### src/rtl/rv_mem_pkg.sv
// Shared encodings for the memory stage: memOp / memSize values and FSM states.
package rv_mem_pkg;

  localparam logic [1:0] OP_NONE  = 2'b00;
  localparam logic [1:0] OP_LOAD  = 2'b01;
  localparam logic [1:0] OP_STORE = 2'b10;
  localparam logic [1:0] OP_RSVD  = 2'b11;

  localparam logic [1:0] SZ_BYTE  = 2'b00;
  localparam logic [1:0] SZ_HALF  = 2'b01;
  localparam logic [1:0] SZ_WORD  = 2'b10;

  typedef enum logic [1:0] {
    ST_IDLE = 2'b00,
    ST_REQ  = 2'b01,
    ST_WAIT = 2'b10,
    ST_DONE = 2'b11
  } mau_state_e;

endpackage

### src/rtl/mem_align.sv
// Combinational lane logic: byte enables and store replication on the way out,
// load shift plus sign/zero extension on the way back.
module mem_align
  import rv_mem_pkg::*;
(
  input  logic [1:0]  i_size,
  input  logic [1:0]  i_addr_lo,
  input  logic [31:0] i_sdata,
  input  logic [31:0] i_rdata,
  input  logic        i_unsigned,
  output logic [3:0]  o_byte_en,
  output logic [31:0] o_wdata,
  output logic [31:0] o_ldata
);

  logic [31:0] w_shifted;

  always_comb begin
    o_byte_en = 4'b1111;
    o_wdata   = i_sdata;
    o_ldata   = i_rdata;
    w_shifted = i_rdata;
    case (i_size)
      SZ_BYTE: begin
        o_byte_en = 4'b0001 << i_addr_lo;
        o_wdata   = {4{i_sdata[7:0]}};
        w_shifted = i_rdata >> {i_addr_lo, 3'b000};
        o_ldata   = i_unsigned ? {24'b0, w_shifted[7:0]}
                               : {{24{w_shifted[7]}}, w_shifted[7:0]};
      end
      SZ_HALF: begin
        // addr[0] is not part of the lane select for halfwords
        o_byte_en = 4'b0011 << {i_addr_lo[1], 1'b0};
        o_wdata   = {2{i_sdata[15:0]}};
        w_shifted = i_rdata >> {i_addr_lo[1], 4'b0000};
        o_ldata   = i_unsigned ? {16'b0, w_shifted[15:0]}
                               : {{16{w_shifted[15]}}, w_shifted[15:0]};
      end
      default: begin
        o_byte_en = 4'b1111;
        o_wdata   = i_sdata;
        o_ldata   = i_rdata;
      end
    endcase
  end

endmodule

### src/rtl/mem_access_unit.sv
// Memory-stage load/store engine: single-beat dmem requests, load alignment, upstream stall.
// Optional MEM_MISALIGN_TRAP_EN adds misalignFault and suppresses misaligned requests.
module mem_access_unit
  import rv_mem_pkg::*;
(
  input  logic        clk,
  input  logic        reset,
  input  logic [1:0]  memOp,
  input  logic [1:0]  memSize,
  input  logic        memUnsigned,
  input  logic [31:0] addr,
  input  logic [31:0] storeData,
  input  logic [4:0]  rdIn,
  output logic        dmemReq,
  output logic        dmemWe,
  output logic [31:0] dmemAddr,
  output logic [3:0]  dmemByteEn,
  output logic [31:0] dmemWdata,
  input  logic        dmemReady,
  input  logic        dmemRvalid,
  input  logic [31:0] dmemRdata,
  output logic        stall,
  output logic        wbValid,
  output logic [4:0]  wbRd,
`ifdef MEM_MISALIGN_TRAP_EN
  output logic        misalignFault,
`endif
  output logic [31:0] wbData
);

  mau_state_e  r_state;
  logic [1:0]  r_size;
  logic [1:0]  r_addr_lo;
  logic        r_unsigned;
  logic [4:0]  r_rd;
  logic        r_req;
  logic        r_we;
  logic [31:0] r_addr;
  logic [3:0]  r_byte_en;
  logic [31:0] r_wdata;
  logic        r_wb_valid;
  logic [4:0]  r_wb_rd;
  logic [31:0] r_wb_data;

  logic        w_accept;
  logic [1:0]  w_size;
  logic [1:0]  w_addr_lo;
  logic [3:0]  w_byte_en;
  logic [31:0] w_wdata;
  logic [31:0] w_ldata;

  assign w_accept = (r_state == ST_IDLE) && (memOp == OP_LOAD || memOp == OP_STORE);

  // One aligner serves both directions: live inputs while accepting, captured fields afterwards.
  assign w_size    = (r_state == ST_IDLE) ? memSize   : r_size;
  assign w_addr_lo = (r_state == ST_IDLE) ? addr[1:0] : r_addr_lo;

  mem_align u_align (
    .i_size     (w_size),
    .i_addr_lo  (w_addr_lo),
    .i_sdata    (storeData),
    .i_rdata    (dmemRdata),
    .i_unsigned (r_unsigned),
    .o_byte_en  (w_byte_en),
    .o_wdata    (w_wdata),
    .o_ldata    (w_ldata)
  );

`ifdef MEM_MISALIGN_TRAP_EN
  logic r_fault;
  logic w_misalign;
  assign w_misalign = ((memSize == SZ_HALF) && addr[0]) || (memSize[1] && (addr[1:0] != 2'b00));
  assign misalignFault = r_fault;
`endif

  always_ff @(posedge clk) begin
    if (reset) begin
      r_state    <= ST_IDLE;
      r_size     <= 2'b00;
      r_addr_lo  <= 2'b00;
      r_unsigned <= 1'b0;
      r_rd       <= 5'd0;
      r_req      <= 1'b0;
      r_we       <= 1'b0;
      r_addr     <= 32'd0;
      r_byte_en  <= 4'd0;
      r_wdata    <= 32'd0;
      r_wb_valid <= 1'b0;
      r_wb_rd    <= 5'd0;
      r_wb_data  <= 32'd0;
`ifdef MEM_MISALIGN_TRAP_EN
      r_fault    <= 1'b0;
`endif
    end else begin
      r_wb_valid <= 1'b0;
`ifdef MEM_MISALIGN_TRAP_EN
      r_fault    <= 1'b0;
`endif
      case (r_state)
        ST_IDLE: begin
          if (w_accept) begin
            r_size     <= memSize;
            r_addr_lo  <= addr[1:0];
            r_unsigned <= memUnsigned;
            r_rd       <= rdIn;
`ifdef MEM_MISALIGN_TRAP_EN
            if (w_misalign) begin
              r_fault <= 1'b1;
              r_state <= ST_DONE;
            end else begin
              r_req     <= 1'b1;
              r_we      <= (memOp == OP_STORE);
              r_addr    <= {addr[31:2], 2'b00};
              r_byte_en <= w_byte_en;
              r_wdata   <= w_wdata;
              r_state   <= ST_REQ;
            end
`else
            r_req     <= 1'b1;
            r_we      <= (memOp == OP_STORE);
            r_addr    <= {addr[31:2], 2'b00};
            r_byte_en <= w_byte_en;
            r_wdata   <= w_wdata;
            r_state   <= ST_REQ;
`endif
          end
        end
        ST_REQ: begin
          if (dmemReady) begin
            r_req   <= 1'b0;
            r_state <= r_we ? ST_DONE : ST_WAIT;
          end
        end
        ST_WAIT: begin
          if (dmemRvalid) begin
            r_wb_data  <= w_ldata;
            r_wb_rd    <= r_rd;
            r_wb_valid <= 1'b1;
            r_state    <= ST_DONE;
          end
        end
        // The latch still shows the finished op here; it is deliberately not re-accepted.
        ST_DONE: r_state <= ST_IDLE;
        default: r_state <= ST_IDLE;
      endcase
    end
  end

  assign stall      = ~reset & (w_accept | (r_state == ST_REQ) | (r_state == ST_WAIT));
  assign dmemReq    = r_req;
  assign dmemWe     = r_we;
  assign dmemAddr   = r_addr;
  assign dmemByteEn = r_byte_en;
  assign dmemWdata  = r_wdata;
  assign wbValid    = r_wb_valid;
  assign wbRd       = r_wb_rd;
  assign wbData     = r_wb_data;

endmodule

### config.mk
export PLATFORM = sky130hd
export DESIGN_NAME = mem_access_unit
export DESIGN_NICKNAME = d
export VERILOG_FILES = /design/src/rtl/rv_mem_pkg.sv /design/src/rtl/mem_align.sv /design/src/rtl/mem_access_unit.sv
export SDC_FILE = /design/constraint.sdc
export NUM_CORES = 1
export LEC_CHECK = 0
export ABC_AREA = 0
export CORE_UTILIZATION = 35
export DETAILED_ROUTE_END_ITERATION = 10
export PLACE_DENSITY = 0.79
export RECOVER_POWER = 50
export SETUP_SLACK_MARGIN = 0.02
export SYNTH_ARGS = -nofsm -noshare
export SYNTH_HDL_FRONTEND = slang
export SYNTH_HIERARCHICAL = 1
export SYNTH_SLANG_ARGS = --single-unit
### constraint.sdc
create_clock -name clk -period 2.14 [get_ports clk]
set_clock_uncertainty 0.05 [all_clocks]
set_input_delay 0.214 -clock clk [delete_from_list [all_inputs] [get_ports clk]]
set_output_delay 0.214 -clock clk [all_outputs]
set_load 0.05 [all_outputs]
==> reports/qor.yml <==
timing:
  period_needed_ns: 2.16
  setup_slack_ns: -0.0174
  worstMarginPinSlew_ns: 0.614
  fin_crit_sh: 1.01
  setup_viol: 2
  hold_viol: 0
  slew_headroom: 0.589
  fmax_mhz: 464
  grt_setup_unrepaired: "yes"
  slew_viol_final: 0
  fin_tns_setup_ns: -0.0251
route:
  drtPass1Iterations: 4
  ant_nets: 0
  viasPerCell: 4.99
  drc: 0
  vias: 5739
  routed_wirelength_um: 18400
  wire_per_inst_um: 16.0
  initialDrtViolationCount: 455
worst_setup_path:
  worst_setup_path_start_kind: "flop"
  crit_fanout: 6
  cp.arrival_ns: 2.39
  path_class: "reg2reg"
  r2r_slack_ns: -0.02
  cp.required_ns: 2.38
  reg2reg_to: "wbData[21]$_SDFFE_PP0P_"
  r2r-start: "r_state[1]$_SDFFE_PP0P_"
  endpoint_kind: "flop"
  rr_worst_depth: 10
hold_path:
  whs_endpoint: "dmemAddr[3]$_SDFFE_PP0P_"
  min-delay-start: "reset"
  hold_depth: 2
  holdCritPathClass: "in2reg"
power_and_ir_drop:
  p_leak_nw: 3.21
  switching_power_mw: 5.08
  intPower_mw: 7.15
  power_frac_comb: 0.508
  p_total_mw: 12.2
  pwr-share-seq: 0.234
  swShare: 0.416
  power_density_mw_per_mm2: 1410
  ir_drop_uv: 781
  p_clk_frac: 0.258
clock_network:
  insertion_delay_ns: 0.42
  cts_tree: "done"
  clkTransAtPathRegs_ns: 0.06
  cts-htree-levels: 4
  cts_inserted_buffers: 17
  postCtsHoldBufs: 0
  clock_path_buffers: 2
  clock_sinks: 118
  clock-root-buffer: "clkbuf_16"
global_routing:
  antenna_found_initial: 0
  grt_overflow: 0
  grt_max_degree: 67
  grt_first_pass_wirelength_um: 28200
  grt_pass1_vias: 5468
  track_usage: 0.222
floorplanning:
  start_util: 0.361
  core_area_mm2: 0.0153
  pin_count: 219
  rows: 45
  die_h_um: 128
  die_w_um: 128
  dieArea_mm2: 0.0163
yosys:
  synth_area_leaders: "dfxtp_1 43%, nand2_1 18%, a21oi_1 10%"
  synth_cells: 724
  synth_fa_ha_area_frac: 0.00904
  ys_seq_elements: 118
  yosysSeqAreaShare: 0.427
  yosysWarnings: 6
  synth_top_family_by_area: "simple AND/OR/NAND/NOR gates"
  ys.flop_type: "dfxtp_1"
  yosysTopAreaCellShare: 0.427
  synth_edf_count: 0
  synth_top_cell_by_area: "dfxtp_1"
  yosysUniqueCellTypes: 40
  syn-cell-area_mm2: 0.00554
  synthMuxAreaShare: 0.0608
  async_flop_share: 0
  syn_area_per_cell_um2: 7.65
  synth-simple-area-share: 0.234
  synth_compound_area_frac: 0.189
  synth-xor-area-share: 0
layout:
  diodes: 0
  post-route-util: 0.565
  final_layout_size_suffix_gt1_frac: 0.111
  layout.nets: 1039
  areaGrowthSynthToFinish_pct: 56.3
  instances_no_fill: 1149
place:
  gp_congestion: 0.855
  dp_hpwl_um: 12500
  numPlacedInstances: 1111
  io_buffers: 216
flow_run:
  max-cap-violations: 0
status:
  status: "complete, but fails checks"
  violations: "negative setup slack"
## state kept, by name (all words and copies together) (netlist names)
register,flops
r_addr_lo,2
wbRd,5
wbData,32
dmemReq,1
r_state,2
r_unsigned,1
dmemByteEn,4
dmemAddr,30
dmemWdata,32
dmemWe,1
r_size,2
wbValid,1
r_rd,5
## power groups by stage
stage,clock [mW],combinational [mW],sequential [mW]
final,3.15,6.22,2.86
after global routing,3.32,6.60,2.91
after CTS,3.20,6.11,2.86
after detailed placement,0,5.84,2.90
after global placement,0,5.78,2.88
after floorplan,0,2.79,4.17
## cells in the mapped netlist, drive strengths merged (4+ instances only)
library cell	count
o21ai	9
buf	49
a22oi	8
ha	4
mux2	15
nand2b	6
mux2i	16
clkbuf	20
nand2	270
o221ai	7
o21bai	4
a221o	7
nor2b	20
inv	6
nor2	14
o22ai	17
dfxtp	118
a21oi	116
## cells in the final DEF, fill, tap and decap left out, drive strengths merged, types with 2 or more instances in the layout
cell type      synthesis  layout
o21bai                 4       4
nand2                270     270
o221ai                 7       7
and2                   2       2
a21oi                116     116
buf                   49      34
o22ai                 17      17
nor2b                 20      20
bufinv                 0       5
inv                    6       9
mux2i                 16      16
nand2b                 6       6
a22oi                  8       8
clkinv                 0       4
clkinvlp               0       3
dfxtp                118     118
mux2                  15      15
clkdlybuf4s50          0     214
o21ai                  9       9
a221o                  7       7
conb                   1       2
ha                     4       4
clkbuf                20      19
a221oi                 2       2
nor2                  14      14
or2                    2       2
## cells by family (layout without fill, tap and decap cells)
kind of cell               after synthesis  after routing
and+or+nand+nor                        319            319
AOI/OAI and AO/OA                      176            176
DFF                                    118            118
buffers and inverters                   75            288
muxes                                   31             31
adders and majority gates                4              4
other                                    1              2
## per-stage QoR
step | cell area (um^2) | hold slack (ns) | worst slack [ns]
final | 8650 | 0.0234 | -0.0174
after floorplan | 5550 | 0.300 | 0.0206
after global routing | 8650 | 0.0236 | -0.0800
after CTS | 8620 | 0.00933 | -0.00650
after detailed placement | 7860 | 0.394 | -0.0586
after global placement | 7860 | 0.391 | 0.0274
## how the worst max path moves through the flow
| stage | from | end | slack (ns) | cells past startpoint |
|---|---|---|---|---|
| 3_5_place_dp | r_state[0]$_SDFFE_PP0P_ | wbData[0]$_SDFFE_PP0P_ | -0.06 | 8 |
| 2_1_floorplan | r_state[0]$_SDFFE_PP0P_ | wbData[10]$_SDFFE_PP0P_ | 0.02 | 11 |
| 4_1_cts | r_state[0]$_SDFFE_PP0P_ | wbData[16]$_SDFFE_PP0P_ | -0.007 | 10 |
| 3_3_place_gp | memSize[0] | wbData[6]$_SDFFE_PP0P_ | 0.03 | 8 |
| 6_report | r_state[1]$_SDFFE_PP0P_ | wbData[21]$_SDFFE_PP0P_ | -0.02 | 10 |
| 5_1_grt | r_state[1]$_SDFFE_PP0P_ | wbData[23]$_SDFFE_PP0P_ | -0.08 | 10 |
## metal layers
| layer | GRT usage | routed length, um | vias to the layer above | share of wire |
|---|---|---|---|---|
| li1 | - | - | 2807 | - |
| met3 | 0.0810 | 1480 | 34 | 0.081 |
| met5 | 0 | 0 | - | 0 |
| met1 | 0.269 | 7820 | 2674 | 0.43 |
| met4 | 0.0817 | 323 | 0 | 0.018 |
| met2 | 0.361 | 8740 | 224 | 0.48 |
## cell type report
class / count / area [um^2]
clock inverters: 15 / 226
clock buffers: 17 / 425
flip-flops and latches: 118 / 2360
repair buffers: 250 / 2540
fillers: 1423 / 6670
well taps: 211 / 264
multi-input cells: 532 / 2810
inverters: 6 / 22.5
## repair_timing
item	4_1_cts	5_1_grt
buffers inserted	3	2
setup endpoints to repair	31	32
pin swaps	1	2
endpoints found under the hold margin	0	0
resized for setup	10	5
cloned	1	1
## worst max-delay path, stage by stage, from the launching register on
cell and delay, ns:
dfxtp_2 0.32, inv_2 0.07, ha_4 0.17, mux2_4 0.34, mux2_4 0.33, a22oi_4 0.25, buf_4 0.17, clkbuf_16 0.13
o22ai_1 0.08, nand2_1 0.06, a21oi_1 0.06
No activity file was read; power rests on OpenSTA's default activity.
